File: src/rtl/timer_counter_pkg.sv
// Shared constants for the timer: register offsets, CTRL field positions,
// mode encodings and the FSM state type.
package timer_counter_pkg;
  localparam logic [1:0] ADDR_CTRL   = 2'd0;
  localparam logic [1:0] ADDR_PRESET = 2'd1;
  localparam logic [1:0] ADDR_COUNT  = 2'd2;

  localparam int CTRL_EN      = 0;
  localparam int CTRL_MODE_LO = 1;
  localparam int CTRL_MODE_HI = 2;
  localparam int CTRL_IM      = 3;

  localparam logic [1:0] MODE_ONESHOT = 2'b00;
  localparam logic [1:0] MODE_RELOAD  = 2'b01;

  typedef enum logic [1:0] {IDLE, LOAD, CNT, INT} state_t;
endpackage

File: src/rtl/timer_counter_if.sv
// System-bridge side of the timer: word-addressed register bus plus the IRQ line.
interface timer_counter_if;
  logic [1:0]  Addr;
  logic        WE;
  logic [31:0] Din;
  logic [31:0] Dout;
  logic        IRQ;

  modport master (output Addr, WE, Din, input Dout, IRQ);
  modport slave  (input Addr, WE, Din, output Dout, IRQ);
endinterface

File: src/rtl/timer_counter.sv
// Programmable down-counter timer with one-shot / auto-reload modes and a
// maskable interrupt flag, accessed through three word registers.
module timer_counter
  import timer_counter_pkg::*;
(
  input  logic            clk,
  input  logic            reset,
  timer_counter_if.slave  bus
);
  logic [3:0]  ctrl;
  logic [31:0] preset;
  logic [31:0] count;
  logic        irq_flag;
  state_t      state;

  logic wr_ctrl, wr_preset, reload;
  assign wr_ctrl   = bus.WE && (bus.Addr == ADDR_CTRL);
  assign wr_preset = bus.WE && (bus.Addr == ADDR_PRESET);
  assign reload    = (ctrl[CTRL_MODE_HI:CTRL_MODE_LO] == MODE_RELOAD);

  always_ff @(posedge clk) begin
    if (reset) begin
      ctrl     <= '0;
      preset   <= '0;
      count    <= '0;
      irq_flag <= 1'b0;
      state    <= IDLE;
    end else begin
      if (wr_preset) preset <= bus.Din;
      // A CPU CTRL write overrides the one-shot Enable clear in INT.
      if (wr_ctrl) ctrl <= bus.Din[3:0];
      else if (state == INT && !reload) ctrl[CTRL_EN] <= 1'b0;
      // Any CTRL/PRESET write acknowledges; a same-cycle expiry still sets it below.
      if (wr_ctrl || wr_preset) irq_flag <= 1'b0;

      case (state)
        IDLE: if (ctrl[CTRL_EN]) state <= LOAD;
        LOAD: begin
          count <= preset;
          state <= CNT;
        end
        CNT: begin
          if (!ctrl[CTRL_EN]) state <= IDLE;
          else if (count > 32'd1) count <= count - 32'd1;
          else begin
            count    <= '0;
            irq_flag <= 1'b1;
            state    <= INT;
          end
        end
        INT: begin
          if (reload) irq_flag <= 1'b0;
          state <= IDLE;
        end
        default: state <= IDLE;
      endcase
    end
  end

  always_comb begin
    bus.Dout = '0;
    case (bus.Addr)
      ADDR_CTRL:   bus.Dout = {28'd0, ctrl};
      ADDR_PRESET: bus.Dout = preset;
      ADDR_COUNT:  bus.Dout = count;
      default:     bus.Dout = '0;
    endcase
  end

  assign bus.IRQ = irq_flag & ctrl[CTRL_IM];
endmodule
File: src/flat_wrapper.sv
// flat-port wrapper written by rule: the top's interface ports become plain ports
module timer_counter_flat import timer_counter_pkg::*;
  (clk, reset, bus_Addr, bus_WE, bus_Din, bus_Dout, bus_IRQ);
  timer_counter_if bus_i ();
  input  logic clk;
  input  logic reset;
  input wire logic [$bits(bus_i.Addr)-1:0] bus_Addr;
  input wire logic [$bits(bus_i.WE)-1:0] bus_WE;
  input wire logic [$bits(bus_i.Din)-1:0] bus_Din;
  output wire logic [$bits(bus_i.Dout)-1:0] bus_Dout;
  output wire logic [$bits(bus_i.IRQ)-1:0] bus_IRQ;
  assign bus_i.Addr = bus_Addr;
  assign bus_i.WE = bus_WE;
  assign bus_i.Din = bus_Din;
  assign bus_Dout = bus_i.Dout;
  assign bus_IRQ = bus_i.IRQ;
  timer_counter u_core (.clk(clk), .reset(reset), .bus(bus_i));
endmodule
File: config.mk
export PLATFORM = sky130hd
export DESIGN_NAME = timer_counter_flat
export DESIGN_NICKNAME = d
export VERILOG_FILES = /design/src/rtl/timer_counter_pkg.sv /design/src/rtl/timer_counter_if.sv /design/src/rtl/timer_counter.sv /design/src/flat_wrapper.sv
export SDC_FILE = /design/constraint.sdc
export NUM_CORES = 1
export LEC_CHECK = 0
export CAP_MARGIN = 20
export CORE_ASPECT_RATIO = 1.1
export CORE_UTILIZATION = 57
export CTS_CLUSTER_DIAMETER = 30
export DETAILED_ROUTE_END_ITERATION = 6
export PLACE_DENSITY = 0.88
export SYNTH_ARGS = -nofsm -noshare
export SYNTH_HDL_FRONTEND = slang
export SYNTH_SLANG_ARGS = --single-unit
File: constraint.sdc
create_clock -name clk -period 4.84 [get_ports clk]
set_input_delay 0.968 -clock clk [delete_from_list [all_inputs] [get_ports clk]]
set_output_delay 0.968 -clock clk [all_outputs]
set_load 0.01 [all_outputs]
==> impl_results.md, run 1 <==
- Insertion delay to the later sink of the worst-skew pair: 340 ps
- Total area of sequential cells: roughly 1400 um2
- Worst setup path startpoint: bus_Addr[0]
- Dpl cells: ~620
- Number of flops mapped to enable cells by yosys: 0
- Most utilized layer in the global route result: met2
- Power density over cell area: 255.3 nW/um2
- Global routing met1 resource utilization: a little under half
- # Max-Cap Violations: 0
- Setup TNS Final: 0 ps
- Remaining max-slew budget at the tightest pin: between 20% and 30%
- Core box area: 6671 um2
- CTS buffer count: 9
- Max H-tree Level: 3
- Crit end category: primary output
- Total count of hold-check failures in the final report: 0
- Most area-consuming cells after synthesis: sky130_fd_sc_hd__dfxtp_1, sky130_fd_sc_hd__nand2_1, sky130_fd_sc_hd__a21oi_1
- Area growth from synthesis to final layout: 23.32%
- Critical path endpoint: bus_Dout[23]
- Seq pwr share: between 40 and 50%
- Count of input and output buffers: 69
- GRT Util Overall: 33.67%
- Post-cts resize count: 0
- Combined area of the multi-input logic cells: 2338 um2
- Fmax achieved: around 240 MHz
- Layout cells sized above 1: 7.885%
- Critical path launch point type: input port
- Static leakage power: 0.001822 uW
- Reg2Reg Setup Slack: between 2000 and 2500 ps
- Outcome: completed
- Num Clock Sinks: 71
- Synth warn: 0
- Switching share of power: around 25%
- Height of the chip: 89.59 um
- Total routed wirelength: between 10000 and 15000 um
- Number of storage elements in the synthesis netlist: 71
- Top fanout value on the critical path: 17
- Hold WC Path Type: flip-flop to flip-flop
- Synthesized net count: between 500 and 600
- Number of non-filler instances in the completed layout: 640
- Post CTS Setup Buffer Count: 0
- Most area-hungry cell type in the Yosys netlist: sky130_fd_sc_hd__dfxtp_1
- Via count of the first global-routing pass: 3817
- Net switching component of the power: 306.7 uW
- Post-Syn Area per Cell: 7.856 um2
- Gate count after technology mapping: between 500 and 600
- Final HPWL from detailed placement: 8090 um
- Number of cells on the worst reg-to-reg path: 6
- Setup violation total in the final timing report: 0
- Synth top cells by count: sky130_fd_sc_hd__nand2_1, sky130_fd_sc_hd__dfxtp_1, sky130_fd_sc_hd__a21oi_1, sky130_fd_sc_hd__clkbuf_1, sky130_fd_sc_hd__a22o_1
- Drt first-iter violations: roughly 540
- Slew @ Worst Pin: ~1100 ps
- RR Startpoint: u_core.count[8]$_SDFFE_PP0P_
- Final Slew Violations: 0
- Ant diodes: 0
- Wire length of the first global-routing pass: between 15000 and 20000 um
- Global Route met2 Usage: 51.52%
- Pin count of the biggest net entering global routing: 70
- Dominant synthesized flop cell: sky130_fd_sc_hd__dfxtp_1
- Combinational Power Share: 10.1%
- Total Die Area: between 7000 and 8000 um2
- Share of async-settable or async-resettable flops after synthesis: 0%
- Proportion of synthesized chip area in sequential cells: 35.76%
- Worst hold slack after final layout: slightly below 500 ps
- Required time at the worst-slack endpoint: 3870 ps
- Global routing usage on met3: 6.869%
- Maximum resistive drop on vdd: 228.0 uV
- Synth cell types: between 50 and 60
- Post-route core utilization: 73.48%
- Hold-fix buffers, CTS: 0
- Type of the worst setup path: input port to primary output
- Initial antenna violation count: 0
- Unrepaired setup endpoints after global routing: false
- Final period util: roughly 87%
- Die Span X: 81.62 um
- Clock network fraction of total power: 41.3%
- Aggregate global routing overflow: 0
- Min Clock Period, post-route: between 4000 and 5000 ps
- Post-CTS clock slew at the launch and capture registers of the worst setup and hold paths: 70 ps
- Vias per inst: 6.736
- Final estimated routing congestion in global placement: 0.9458
- Arr. time, crit path: between 3000 and 4000 ps
- Number of vias after detailed routing: 4311
- TritonCTS clock tree: built
- Final routed wire length divided by cell count: 18.73 um
- Cell-internal power: 944.9 uW
- Net count reported at finish: about 590
- Final worst clock skew: 6.413 ps
- Summed instance area of the synthesized netlist: 3975 um2
- Dominant cell by count in the synthesized netlist: sky130_fd_sc_hd__nand2_1
- Number of DRC violations after detailed routing: 0
- Maximum number of buffers from clock root to sink: 2
- Root buffer cell: sky130_fd_sc_hd__clkbuf_8
- FP Rows: 31
- Num ports: 70
- Endpoint of the lowest-slack register-to-register path: u_core.count[21]$_SDFFE_PP0P_
- Filler Cells Inserted: slightly below 500
- Number of routed nets with antenna violations: 0
- Area share of the leading cell type in the synthesized netlist: 35.76%
- Router iterations before antenna repair: 5
- Starting density of the core: 59.58%
[power groups by stage]
stage	Clock [uW]	Sequential, uW	Combinational (uW)
2_1_floorplan	0	615	67.9
4_1_cts	517	608	122
3_5_place_dp	0	621	121
5_1_grt	548	609	136
6_report	516	609	126
3_3_place_gp	0	621	118
[metrics by stage]
| stage | total power, uW | area [um2] | setup WS [ps] |
|---|---|---|---|
| 2_1_floorplan | 682.6 | 3975 | 1693 |
| 3_3_place_gp | 739.3 | 4661 | 761.0 |
| 3_5_place_dp | 742.5 | 4661 | 667.3 |
| 4_1_cts | 1246 | 4875 | 663.1 |
| 5_1_grt | 1294 | 4902 | 546.9 |
| 6_report | 1252 | 4902 | 633.8 |
[worst min-delay path by stage]
stage / start / slack [ps] / endpoint / cells past startpoint
floorplan: u_core.preset[25]$_SDFFE_PP0P_ / 440 / u_core.preset[25]$_SDFFE_PP0P_ / 2
global placement: u_core.preset[9]$_SDFFE_PP0P_ / 460 / u_core.preset[9]$_SDFFE_PP0P_ / 2
detailed placement: u_core.preset[15]$_SDFFE_PP0P_ / 470 / u_core.preset[15]$_SDFFE_PP0P_ / 2
CTS: u_core.preset[0]$_SDFFE_PP0P_ / 480 / u_core.preset[0]$_SDFFE_PP0P_ / 2
global route: u_core.preset[23]$_SDFFE_PP0P_ / 500 / u_core.preset[23]$_SDFFE_PP0P_ / 2
finish: u_core.preset[9]$_SDFFE_PP0P_ / 480 / u_core.preset[9]$_SDFFE_PP0P_ / 2
[metal layers]
layer / share of wire (%) / routed length (um)
met1: 41 / 4868
met2: 46 / 5549
met3: 11 / 1333
met4: 1.9 / 232
met5: 0 / 0
[cell type report]
type                            count  share of cell area [%]
Clock buffer                       11                   2.680
Clock inverter                      5                   1.685
Inverter                           10                  0.7657
Multi-Input combinational cell    381                   47.70
Sequential cell                    71                   28.99
Tap cell                           82                   2.093
Timing Repair Buffer               80                   16.08
[registers in the layout (all words and copies together), names as in the netlist]
signal,cells
u_core.preset,32
u_core.irq_flag,1
u_core.state,2
u_core.count,32
u_core.ctrl,4
[critical path: stages]
cell	delay, ps
sky130_fd_sc_hd__clkdlybuf4s50_1	590
sky130_fd_sc_hd__nor2b_2	680
sky130_fd_sc_hd__buf_4	310
sky130_fd_sc_hd__a22o_1	150
sky130_fd_sc_hd__clkdlybuf4s50_1	540
[kinds of logic after synthesis]
kind of cell / count (synthesis) / share of synthesized area, %
DFF: 71 / 35.76
buffers and inverters: 54 / 5.791
and+or+nand+nor: 210 / 28.20
adders and majority gates: 2 / 0.6294
muxes: 7 / 1.763
AOI/OAI and AO/OA: 162 / 27.86
[layout by cell type (no fill, tap or decap), types with 5 or more instances in the layout]
| cell type | count |
|---|---|
| sky130_fd_sc_hd__a21oi_1 | 51 |
| sky130_fd_sc_hd__a22o_1 | 28 |
| sky130_fd_sc_hd__a22oi_1 | 10 |
| sky130_fd_sc_hd__a31oi_1 | 19 |
| sky130_fd_sc_hd__and3_1 | 6 |
| sky130_fd_sc_hd__buf_4 | 10 |
| sky130_fd_sc_hd__clkbuf_8 | 9 |
| sky130_fd_sc_hd__clkdlybuf4s50_1 | 68 |
| sky130_fd_sc_hd__dfxtp_1 | 71 |
| sky130_fd_sc_hd__inv_1 | 9 |
| sky130_fd_sc_hd__mux2i_1 | 7 |
| sky130_fd_sc_hd__nand2_1 | 93 |
| sky130_fd_sc_hd__nand3_1 | 21 |
| sky130_fd_sc_hd__nand4_1 | 5 |
| sky130_fd_sc_hd__nor2_1 | 14 |
| sky130_fd_sc_hd__nor3_1 | 10 |
| sky130_fd_sc_hd__nor4_1 | 6 |
| sky130_fd_sc_hd__nor4_2 | 5 |
| sky130_fd_sc_hd__o21ai_0 | 7 |
| sky130_fd_sc_hd__o32ai_1 | 6 |
| sky130_fd_sc_hd__or3_1 | 10 |
| sky130_fd_sc_hd__or4_1 | 13 |
No activity file was read; power rests on OpenSTA's default activity.
==> run 2, diff against run 1 <==
--- a/config.mk
+++ b/config.mk
@@ -11,6 +11,7 @@
 export CTS_CLUSTER_DIAMETER = 30
 export DETAILED_ROUTE_END_ITERATION = 6
 export PLACE_DENSITY = 0.88
+export SETUP_SLACK_MARGIN = 0.2
 export SYNTH_ARGS = -nofsm -noshare
 export SYNTH_HDL_FRONTEND = slang
 export SYNTH_SLANG_ARGS = --single-unit
==> results of run 2 <==
Same layout as run 1: the final DEF is identical, and so are final timing and power.
==> run 3, diff against run 2 <==
--- a/config.mk
+++ b/config.mk
@@ -7,10 +7,11 @@
 export LEC_CHECK = 0
 export CAP_MARGIN = 20
 export CORE_ASPECT_RATIO = 1.1
-export CORE_UTILIZATION = 57
+export CORE_UTILIZATION = 55
 export CTS_CLUSTER_DIAMETER = 30
 export DETAILED_ROUTE_END_ITERATION = 6
-export PLACE_DENSITY = 0.88
+export GPL_TIMING_DRIVEN = 0
+export PLACE_DENSITY = 0.86
 export SETUP_SLACK_MARGIN = 0.2
 export SYNTH_ARGS = -nofsm -noshare
 export SYNTH_HDL_FRONTEND = slang
==> impl_results.md, run 3 (synthesis gave the netlist of run 1 again) <==
- Required time at the worst-slack endpoint: 3870 ps (about the same)
- Slew @ Worst Pin: 996.5 ps (was 1110 ps)
- Maximum resistive drop on vdd: 221.3 uV (was 228.0 uV)
- Registers with the highest flip-flop counts: u_core.count (32), u_core.preset (32), u_core.ctrl (4) (unchanged)
- Pin count of the biggest net entering global routing: 14 (was 70)
- Count of input and output buffers: 67 (was 69)
- Type of the worst setup path: input port to primary output (unchanged)
- Crit end category: primary output (unchanged)
- Area growth from synthesis to final layout: 25.09% (was 23.32%)
- Power density over cell area: 259.7 nW/um2 (was 255.3 nW/um2)
- FP Rows: 32 (was 31)
- Number of cells on the worst reg-to-reg path: 7 (was 6)
- Setup TNS Final: 0 ps (unchanged)
- GRT Util Overall: 39.80% (was 33.67%)
- Post CTS Setup Buffer Count: 0 (unchanged)
- Max H-tree Level: 3 (unchanged)
- Most common library cell in the layout ignoring fill and taps: sky130_fd_sc_hd__nand2_1 (unchanged)
- Arr. time, crit path: 3650 ps (was 3240 ps)
- Number of vias after detailed routing: 4617 (was 4311)
- Slowest Stage Delay on Critical Path: 580 ps (was 680 ps)
- Number of DRC violations after detailed routing: 0 (unchanged)
- Layout cells sized above 1: 6.112% (was 7.885%)
- Critical path endpoint: bus_Dout[11] (was bus_Dout[23])
- Hold-fix buffers, CTS: 0 (unchanged)
- Die Span X: 83.06 um (was 81.62 um)
- Router iterations before antenna repair: 6 (was 5)
- TritonCTS clock tree: built (unchanged)
- Total routed wirelength: 14890 um (was 11980 um)
- Final period util: 95.36% (was 86.91%)
- Top fanout value on the critical path: 10 (was 17)
- Remaining max-slew budget at the tightest pin: 33.01% (was 25.92%)
- Hold WC Path Type: flip-flop to flip-flop (unchanged)
- Startpoint of the tightest hold check path: u_core.preset[8]$_SDFFE_PP0P_ (was u_core.preset[9]$_SDFFE_PP0P_)
- Worst path slowest cell: sky130_fd_sc_hd__clkbuf_1 (was sky130_fd_sc_hd__nor2b_2)
- Cell family with most CP delay: buffers and inverters (unchanged)
- Initial antenna violation count: 0 (unchanged)
- Critical path launch point type: input port (unchanged)
- Vias per inst: 6.850 (was 6.736)
- Endpoint of the lowest-slack register-to-register path: u_core.count[8]$_SDFFE_PP0P_ (was u_core.count[21]$_SDFFE_PP0P_)
- Count of buffering cells on the critical path with inverters included: 4 (was 3)
- Wire length of the first global-routing pass: 23240 um (was 18570 um)
- Num Clock Sinks: 71 (unchanged)
- Aggregate global routing overflow: 0 (unchanged)
- Total chip power: 1291 uW (was 1252 uW)
- Net count reported at finish: 623 (was 592)
- Total count of hold-check failures in the final report: 0 (unchanged)
- Outcome: completed (unchanged)
- Unrepaired setup endpoints after global routing: false (unchanged)
- Worst setup path startpoint: bus_Addr[0] (unchanged)
- Total Die Area: 7572 um2 (was 7312 um2)
- # Max-Cap Violations: 0 (unchanged)
- Final Slew Violations: 0 (unchanged)
- RR Startpoint: u_core.state[0]$_SDFFE_PP0P_ (was u_core.count[8]$_SDFFE_PP0P_)
- Static leakage power: 0.001827 uW (was 0.001822 uW)
- Total stage count of the critical path: 6 (was 5)
- Final routed wire length divided by cell count: 22.08 um (was 18.73 um)
- Number of routed nets with antenna violations: 0 (unchanged)
- CTS buffer count: 9 (unchanged)
- Starting density of the core: 56.73% (was 59.58%)
- Final worst clock skew: 15.69 ps (was 6.413 ps)
- Insertion delay to the later sink of the worst-skew pair: 370 ps (was 340 ps)
- Drt first-iter violations: 587 (was 535)
- Num ports: 70 (unchanged)
- Via count of the first global-routing pass: 4317 (was 3817)
- Setup violation total in the final timing report: 0 (unchanged)
- Post-cts resize count: 0 (unchanged)
- Root buffer cell: sky130_fd_sc_hd__clkbuf_8 (unchanged)
- Final HPWL from detailed placement: 10650 um (was 8090 um)
- Maximum number of buffers from clock root to sink: 2 (unchanged)
- Core box area: 7007 um2 (was 6671 um2)
- Post-CTS clock slew at the launch and capture registers of the worst setup and hold paths: 70 ps (about the same)
- Crit path cell chain: clkdlybuf4s50_1 -> nor2b_1 -> clkbuf_1 -> clkbuf_1 -> a22o_1 -> clkdlybuf4s50_1 (was clkdlybuf4s50_1 -> nor2b_2 -> buf_4 -> a22o_1 -> clkdlybuf4s50_1)
- Ant diodes: 0 (unchanged)
- Reg2Reg Setup Slack: 1710 ps (was 2020 ps)
- Height of the chip: 91.17 um (was 89.59 um)
- Fmax achieved: 216.7 MHz (was 237.7 MHz)
- Most frequent cells in the layout: sky130_fd_sc_hd__nand2_1, sky130_fd_sc_hd__dfxtp_1, sky130_fd_sc_hd__clkdlybuf4s50_1 (unchanged)
- Min Clock Period, post-route: 4616 ps (was 4206 ps)
- Final estimated routing congestion in global placement: 1.014 (was 0.9458)
-- run 3: worst min path at each step --
stage,to,slack (ps),cells after the start
after CTS,u_core.preset[8]$_SDFFE_PP0P_,470,2
after detailed placement,u_core.preset[8]$_SDFFE_PP0P_,460,2
after global routing,u_core.preset[9]$_SDFFE_PP0P_,510,2
after global placement,u_core.preset[13]$_SDFFE_PP0P_,460,2
final,u_core.preset[8]$_SDFFE_PP0P_,480,2
after floorplan,u_core.preset[25]$_SDFFE_PP0P_,440,2
-- run 3: stage by stage --
stage	utilization (%)	hold slack, ps	area, um2	worst slack (ps)	std cells
after floorplan	-	444.4	3975	1693	506
after global placement	67.82	456.8	4752	391.7	658
after detailed placement	67.82	461.1	4752	346.2	658
after CTS	70.96	471.3	4972	346.6	674
after global routing	70.96	509.8	4972	251.4	674
final	70.96	475.2	4972	224.5	674
-- run 3: power breakdown --
part           total (uW)  switching [uW]  internal (uW)
Combinational         136            79.9           56.4
Clock                 546             252            294
Sequential            609            14.1            595
-- run 3: metal layers --
| layer | up-vias | GRT usage (%) | wire [um] |
|---|---|---|---|
| li1 | 2060 | - | - |
| met1 | 2134 | 51.36 | 5854 |
| met2 | 341 | 59.56 | 6514 |
| met3 | 82 | 9.091 | 1691 |
| met4 | 0 | 25.57 | 824 |
| met5 | - | 0 | 0 |
-- run 3: area by class of cell --
class	instances	area (um2)
Multi-Input combinational cell	381	2323
Fill cell	563	2034
Sequential cell	71	1421
Timing Repair Buffer	67	670.6
Buffer	44	192.7
Clock buffer	10	127.6
Tap cell	85	106.4
Clock inverter	6	92.59
Inverter	10	37.54
-- run 3: worst register-to-register path, stage by stage, from the launching register on --
cell and delay [ps]:
sky130_fd_sc_hd__dfxtp_1 310, sky130_fd_sc_hd__clkbuf_1 430, sky130_fd_sc_hd__nor2b_1 200, sky130_fd_sc_hd__a21oi_1 700, sky130_fd_sc_hd__clkbuf_1 440, sky130_fd_sc_hd__buf_1 620
sky130_fd_sc_hd__a21oi_1 150, sky130_fd_sc_hd__a31oi_1 200
